File: src/rtl/alu_cmd_sequencer.sv
// Command FIFO plus issue sequencer for the MY_DESIGN ALU stage.
// It keeps one command in flight and returns the ALU results in push order.
module alu_cmd_sequencer #(
  parameter int DEPTH  = 4,
  parameter int DATA_W = 32,
  parameter int CTRL_W = 3
) (
  input  logic                     clk,
  input  logic                     rst,
  input  logic                     cmd_valid,
  output logic                     cmd_ready,
  input  logic [CTRL_W-1:0]        cmd_ctrl,
  input  logic [DATA_W-1:0]        cmd_a,
  input  logic [DATA_W-1:0]        cmd_b,
  output logic                     alu_valid,
  output logic [CTRL_W-1:0]        alu_ctrl,
  output logic [DATA_W-1:0]        alu_a,
  output logic [DATA_W-1:0]        alu_b,
  input  logic [DATA_W-1:0]        alu_out,
  output logic                     res_valid,
  input  logic                     res_ready,
  output logic [DATA_W-1:0]        res_data,
  output logic [CTRL_W-1:0]        res_ctrl,
  output logic [$clog2(DEPTH):0]   count
);
  localparam int AW = $clog2(DEPTH);
  localparam int CW = AW + 1;

  typedef enum logic [1:0] {S_IDLE, S_ISSUE, S_EXEC, S_DONE} state_t;

  state_t              state_q, state_d;
  logic [CTRL_W-1:0]   fc_q [DEPTH];
  logic [DATA_W-1:0]   fa_q [DEPTH];
  logic [DATA_W-1:0]   fb_q [DEPTH];
  logic [AW-1:0]       wr_q, rd_q;
  logic [CW-1:0]       cnt_q;
  logic [CTRL_W-1:0]   op_ctrl_q, res_ctrl_q;
  logic [DATA_W-1:0]   op_a_q, op_b_q, res_data_q;
  logic                full, push, pop;

  assign full = (cnt_q == CW'(DEPTH));
  // No pass-through: a full FIFO refuses even when it pops in the same cycle.
  assign push = cmd_valid && !full && !rst;

  always_comb begin
    state_d = state_q;
    pop     = 1'b0;
    case (state_q)
      S_IDLE: begin
        if (cnt_q != '0) begin
          pop     = 1'b1;
          state_d = S_ISSUE;
        end
      end
      S_ISSUE: state_d = S_EXEC;
      S_EXEC:  state_d = S_DONE;
      S_DONE: begin
        if (res_ready) begin
          if (cnt_q != '0) begin
            pop     = 1'b1;
            state_d = S_ISSUE;
          end else begin
            state_d = S_IDLE;
          end
        end
      end
      default: state_d = S_IDLE;
    endcase
  end

  always_ff @(posedge clk) begin
    if (push) begin
      fc_q[wr_q] <= cmd_ctrl;
      fa_q[wr_q] <= cmd_a;
      fb_q[wr_q] <= cmd_b;
    end
  end

  always_ff @(posedge clk) begin
    if (rst) begin
      state_q    <= S_IDLE;
      wr_q       <= '0;
      rd_q       <= '0;
      cnt_q      <= '0;
      op_ctrl_q  <= '0;
      op_a_q     <= '0;
      op_b_q     <= '0;
      res_data_q <= '0;
      res_ctrl_q <= '0;
    end else begin
      state_q <= state_d;
      if (push) wr_q <= wr_q + AW'(1);
      if (pop)  rd_q <= rd_q + AW'(1);
      case ({push, pop})
        2'b10:   cnt_q <= cnt_q + CW'(1);
        2'b01:   cnt_q <= cnt_q - CW'(1);
        default: cnt_q <= cnt_q;
      endcase
      if (pop) begin
        op_ctrl_q <= fc_q[rd_q];
        op_a_q    <= fa_q[rd_q];
        op_b_q    <= fb_q[rd_q];
      end
      // The ALU result is valid in the cycle after the issue pulse.
      if (state_q == S_EXEC) begin
        res_data_q <= alu_out;
        res_ctrl_q <= op_ctrl_q;
      end
    end
  end

  assign cmd_ready = !full && !rst;
  assign alu_valid = (state_q == S_ISSUE) && !rst;
  assign res_valid = (state_q == S_DONE) && !rst;
  assign alu_ctrl  = rst ? '0 : op_ctrl_q;
  assign alu_a     = rst ? '0 : op_a_q;
  assign alu_b     = rst ? '0 : op_b_q;
  assign res_data  = rst ? '0 : res_data_q;
  assign res_ctrl  = rst ? '0 : res_ctrl_q;
  assign count     = rst ? '0 : cnt_q;
endmodule
File: config.mk
export PLATFORM = sky130hd
export DESIGN_NAME = alu_cmd_sequencer
export DESIGN_NICKNAME = d
export VERILOG_FILES = /design/src/rtl/alu_cmd_sequencer.sv
export SDC_FILE = /design/constraint.sdc
export NUM_CORES = 1
export LEC_CHECK = 0
export CORE_ASPECT_RATIO = 0.9
export CORE_MARGIN = 1
export CORE_UTILIZATION = 45
export CTS_CLUSTER_DIAMETER = 40
export DETAILED_ROUTE_END_ITERATION = 10
export GPL_ROUTABILITY_DRIVEN = 0
export PLACE_DENSITY_LB_ADDON = 0.1
export SYNTH_ARGS = -nofsm -noshare
export SYNTH_HDL_FRONTEND = slang
export SYNTH_SLANG_ARGS = --single-unit
File: constraint.sdc
create_clock -name clk -period 3.8 [get_ports clk]
set_input_delay 0.57 -clock clk [delete_from_list [all_inputs] [get_ports clk]]
set_output_delay 0.57 -clock clk [all_outputs]
set_load 0.01 [all_outputs]
After elaboration in Yosys (flattened, before gate mapping)
Memories as Yosys holds them, arrays and structs flattened. A register that Yosys moved wholly into a read port is not among the register bits. Cells that the tools add are included.

Equal/unequal tests: 8. $add $sub $neg: 4. Reductions and logical operators: 11. Mux-type cells: 16.

Operators by type and width (number): 32-bit 2-to-1 mux (3); 3-bit 2-to-1 mux (3); 2-bit one-hot mux with 4 select lines (1); 2-bit equality test (second input constant) (3); 3-bit one-hot mux with 2 select lines (1); 1-bit logical AND (5); 1-bit 2-to-1 mux (5); 2-bit by 1-bit adder with 2-bit output (second input constant) (2); 2-bit by 1-bit equality test with 1-bit output (second input constant) (2); 2-bit 2-to-1 mux (2); 2-bit != test (second input constant) (2); 3-bit by 1-bit adder with 3-bit output (second input constant) (1); 3-bit equality test (second input constant) (1); 3-bit nonzero test (1); 3-bit by 1-bit subtractor with 3-bit output (second input constant) (1); 1-bit zero test (2); 2-bit zero test (1); 1-bit one-hot mux with 2 select lines (1); 2-bit AND reduction (1); 2-bit nonzero test (1).

Bits in writable memories: 268. Output and inout port bits: 108. Flip-flop bits (word level): 44. Word-level logic and storage cells: 48. Memories: 3. Bits of input ports: 103.

Memories: fa_q (words 4, bits a word 32, rd ports 1, clocked after memory_dff 1, write ports 1, line 33) `logic [DATA_W-1:0] fa_q [DEPTH];`; fb_q (words 4, bits a word 32, rd ports 1, clocked after memory_dff 1, write ports 1, line 34) `logic [DATA_W-1:0] fb_q [DEPTH];`; fc_q (words 4, bits a word 3, rd ports 1, clocked after memory_dff 1, write ports 1, line 32) `logic [CTRL_W-1:0] fc_q [DEPTH];`.

Logic depth before layout (Yosys ltp)
Word-level depth: 6. Gate-level depth with buffers: 11. Mapped depth without buffers: 10.

Worst setup path after synthesis
OpenSTA, ideal clock, no wires.

Path kind: in2reg. Start: in rst. End: mem fa_q[0][0] (enable). Data arrival time: 2533 ps. Library setup time: 432 ps. Path slack: 834 ps. Buffers on the path: 0. Required time: 3368 ps. Stages on the path: 2. Cell sequence: nor3b_2 -> and2_1.

Longest elaborated chain between the ends: 4.

RTL lines: from (decl) (line 9) `input logic rst,`; 1-bit zero test (line 43) `assign push = cmd_valid && !full && !rst;`; 1-bit logical AND (line 43); 1-bit 2-to-1 mux (line 72) `if (push) begin`; 1-bit 2-to-1 mux (not written as such) (line 74) `fa_q[wr_q] <= cmd_a;`; to (decl) (line 33).

Every way passes these cells.

Worst setup path in the final report
Start: reg state_q[0]. End: reg cnt_q[2].

Longest elaborated chain between the ends: 4. Elaborated cells between the ends (all ways): 7. Classes of those cells: eq/ne (3); mux (2); reduce/logical (2).

RTL lines: from (decl) (line 31) `state_t state_q, state_d;`; from (signal assigned) (line 91) `state_q <= state_d;`; 2-bit equality test / 2-bit zero test (equally long branches) (line 48) `case (state_q)`; 1-bit one-hot mux with 2 select lines * (line 48); named net pop (line 39) `logic full, push, pop;`; 2-bit by 1-bit equality test with 1-bit output / 2-bit equality test (equally long branches) (line 94) `case ({push, pop})`; 3-bit one-hot mux with 2 select lines / 2-bit nonzero test (equally long branches); to (signal assigned) (line 95) `2'b10: cnt_q <= cnt_q + CW'(1);`; to (signal assigned) (line 96) `2'b01: cnt_q <= cnt_q - CW'(1);`; to (signal assigned) (line 97) `default: cnt_q <= cnt_q;`; to (decl) (line 36) `logic [CW-1:0] cnt_q;`.

Mark *: on every way through the listed nets, which the timed path passes. The rest lies on a longest branch. A chain may end at the register's enable or synchronous reset.

==> out/metrics.cfg <==
[floorplan]
dieArea_um2=34300
rows=63
fp.dieW_um=195
fp.coreArea_um2=33000
num_io_pins=211
fp.dieH_um=176
initial_core_util=0.458

[yosys]
yosysSeqAreaShare=0.679
synth_area_um2=15100
async_reset_ff_frac=0
avgSynthCellArea_um2=15.5
ys_types=39
yosys_warnings=0
synth_edf_count=268
syn_inst=975
syn_nets=1089
synth_flop_cell=edfxtp_1
synth_seq_cells=379

[critical_path]
end_kind=flop
worst_setup_path_start_kind=flop
critPathLaunch=state_q[0]
path_class=flop to flop
worstPathRequired_ps=4280
reg2reg_to=cnt_q[2]
path_max_fanout=31
rrSetupSlack_ps=1160
crit_chain=inv_1 -> ha_4 -> nor3_1 -> ha_1 -> inv_1 -> fa_1 -> xor2_1 -> or3_1 -> a21oi_1
worstPathArrival_ps=3110
crit_top_cell=inv_1
cp_slowest_cell=dfxtp_1
critPathCapture=cnt_q[2]
rr_worst_depth=9
r2r_start=state_q[0]
slowest_delay_ps=420

[power_and_ir_drop]
pwr-share-seq=0.397
ir_worst_vdd_mv=0.624
swShare=0.325
pwr-share-clk=0.326
power.density_nw_per_um2=710
p_switching_mw=4.41
p_int_mw=9.17
leakagePower_nw=6.11
combinationalPowerShare=0.278
p_total_mw=13.6

[clocking]
cts_sinks=379
postCtsHoldBufs=0
cts_max_path_buffers=3
numCtsBuffers=48
cts-htree-levels=2
cts_setup_buffers=0
clk_pin_slew_ps=60
cts_root_buf=clkbuf_16
clk_latency_ps=550
cts_resized=0
cts_tree=yes

[finish]
fillers=2624
drive_above_1_share=0.145
layout_common_cells=edfxtp_1 (268), clkdlybuf4s50_1 (209), dfxtp_1 (109), nor2b_1 (106), a21oi_1 (71)
nets=1274
multi_input_area_um2=4400
area_growth_pct=26.4
final_common_cell=edfxtp_1
ff_latch_area_um2=10300
design_area_um2=19100

[place]
hpwl_um=19200
port_buffers=210
placed_area_um2=17500

[outcome]
outcome=finished clean

[grt]
grt.overflow.total=0
grt_usage=0.203
grt_pass1_vias=9077
grt_pass1_wl_um=53400
antenna_found_initial=3
grt_max_degree=102

[drt]
drc=0
wl_per_cell_um=21.3
via_per_inst=5.56
firstDrtPassIters=5
postRouteAntennaNets=0
drt_iter0_drc=543
wirelength_um=34500
num_vias=9020

[sta]
tightest_slew_ps=1120
rsz0062_at_grt=false
min_period_ps=2640
clock.fmax_mhz=379
skew_ps=19.2
slew-limit-headroom=0.253
final-hold-violation-count=0
setup_viol=0
final_max_slew_viol_count=0
fin_crit_sh=0.694
finalSetupTns_ps=0

[worst_hold_path]
min_path_type=input port to flop
hold_depth=2

[run]
cap_violations=0

## synth_stat cells (2+ instances only)
cell / count / area (µm²)
a21o_1: 3 / 22.5
nor2b_1: 106 / 663
mux4_2: 67 / 1510
nand4_1: 67 / 419
inv_1: 8 / 30.0
nor2_1: 43 / 161
a21oi_1: 71 / 355
edfxtp_1: 268 / 8050
ha_1: 10 / 125
or3_1: 2 / 12.5
dfxtp_1: 111 / 2220
nand2b_1: 3 / 18.8
mux2i_1: 36 / 360
nand3_1: 2 / 10.0
buf_4: 2 / 15.0
buf_6: 10 / 113
clkbuf_1: 39 / 146
and2_1: 4 / 25.0
xor2_1: 2 / 17.5
buf_2: 31 / 155
o31ai_1: 68 / 510
buf_1: 5 / 18.8
## registers in the layout (all words and copies together) (netlist names)
name and cells:
res_ctrl_q 3, fc_q 12, fb_q 128, op_b_q 32, op_a_q 32, res_data_q 32
wr_q 2, rd_q 2, fa_q 128, op_ctrl_q 3, cnt_q 3, state_q 2
## layout make-up
type / count / area share
clock buffer: 60 / 0.0669
tap: 422 / 0.0276
sequential: 379 / 0.538
inverter: 9 / 0.00177
antenna: 2 / 0.000262
clock inverter: 28 / 0.0153
multi-input combinational: 499 / 0.230
timing repair buffer: 223 / 0.120
## worst min-delay path by stage
stage | startpoint | to | slack [ps]
after floorplan | op_a_q[0] | op_a_q[0] | 440
after global placement | op_a_q[17] | op_a_q[17] | 450
after detailed placement | op_a_q[31] | op_a_q[31] | 460
after CTS | rst | cnt_q[1] | 330
after global routing | rst | cnt_q[1] | 340
final | rst | op_a_q[7] | 350
## layer usage
| layer | wire (µm) | share of wire | vias up | global-route usage |
|---|---|---|---|---|
| met5 | 10 | 0.00029 | - | 0 |
| met1 | 15200 | 0.44 | 4526 | 0.272 |
| met2 | 16800 | 0.49 | 285 | 0.335 |
| met4 | 505 | 0.015 | 2 | 0.0623 |
| li1 | - | - | 4168 | - |
| met3 | 2080 | 0.060 | 39 | 0.0415 |
## metrics by stage
step	setup slack [ps]	util	hold WS (ps)	cells
global placement	1030	0.531	451	1532
CTS	1180	0.578	331	1620
floorplan	834	-	444	975
finish	1160	0.578	353	1622
detailed placement	974	0.531	456	1532
global route	981	0.578	345	1622
## kinds of logic after synthesis
| kind of cell | after synthesis | synth area share |
|---|---|---|
| fa+ha+maj | 11 | 0.00960 |
| compound gates | 148 | 0.0622 |
| xor+xnor | 2 | 0.00116 |
| mux | 104 | 0.124 |
| buf+inv | 97 | 0.0324 |
| flops | 379 | 0.679 |
| simple gates | 234 | 0.0908 |
## critical path: cells and delay by family, from the launching register on
family,cells,cell delay [ps]
AOI/OAI and AO/OA,1,140
xor gates and xnor gates,1,150
adders and majority gates,3,1020
buffers and inverters,2,200
DFF,1,420
and+or+nand+nor,2,630
## power by group through the flow
stage	combinational (mW)	sequential, mW	clock, mW
after CTS	3.81	5.39	4.51
after global placement	3.78	5.46	0
final	3.77	5.38	4.42
after detailed placement	3.80	5.47	0
after global routing	4.07	5.46	4.68
after floorplan	2.62	5.27	0
No activity file was read; power rests on OpenSTA's default activity.
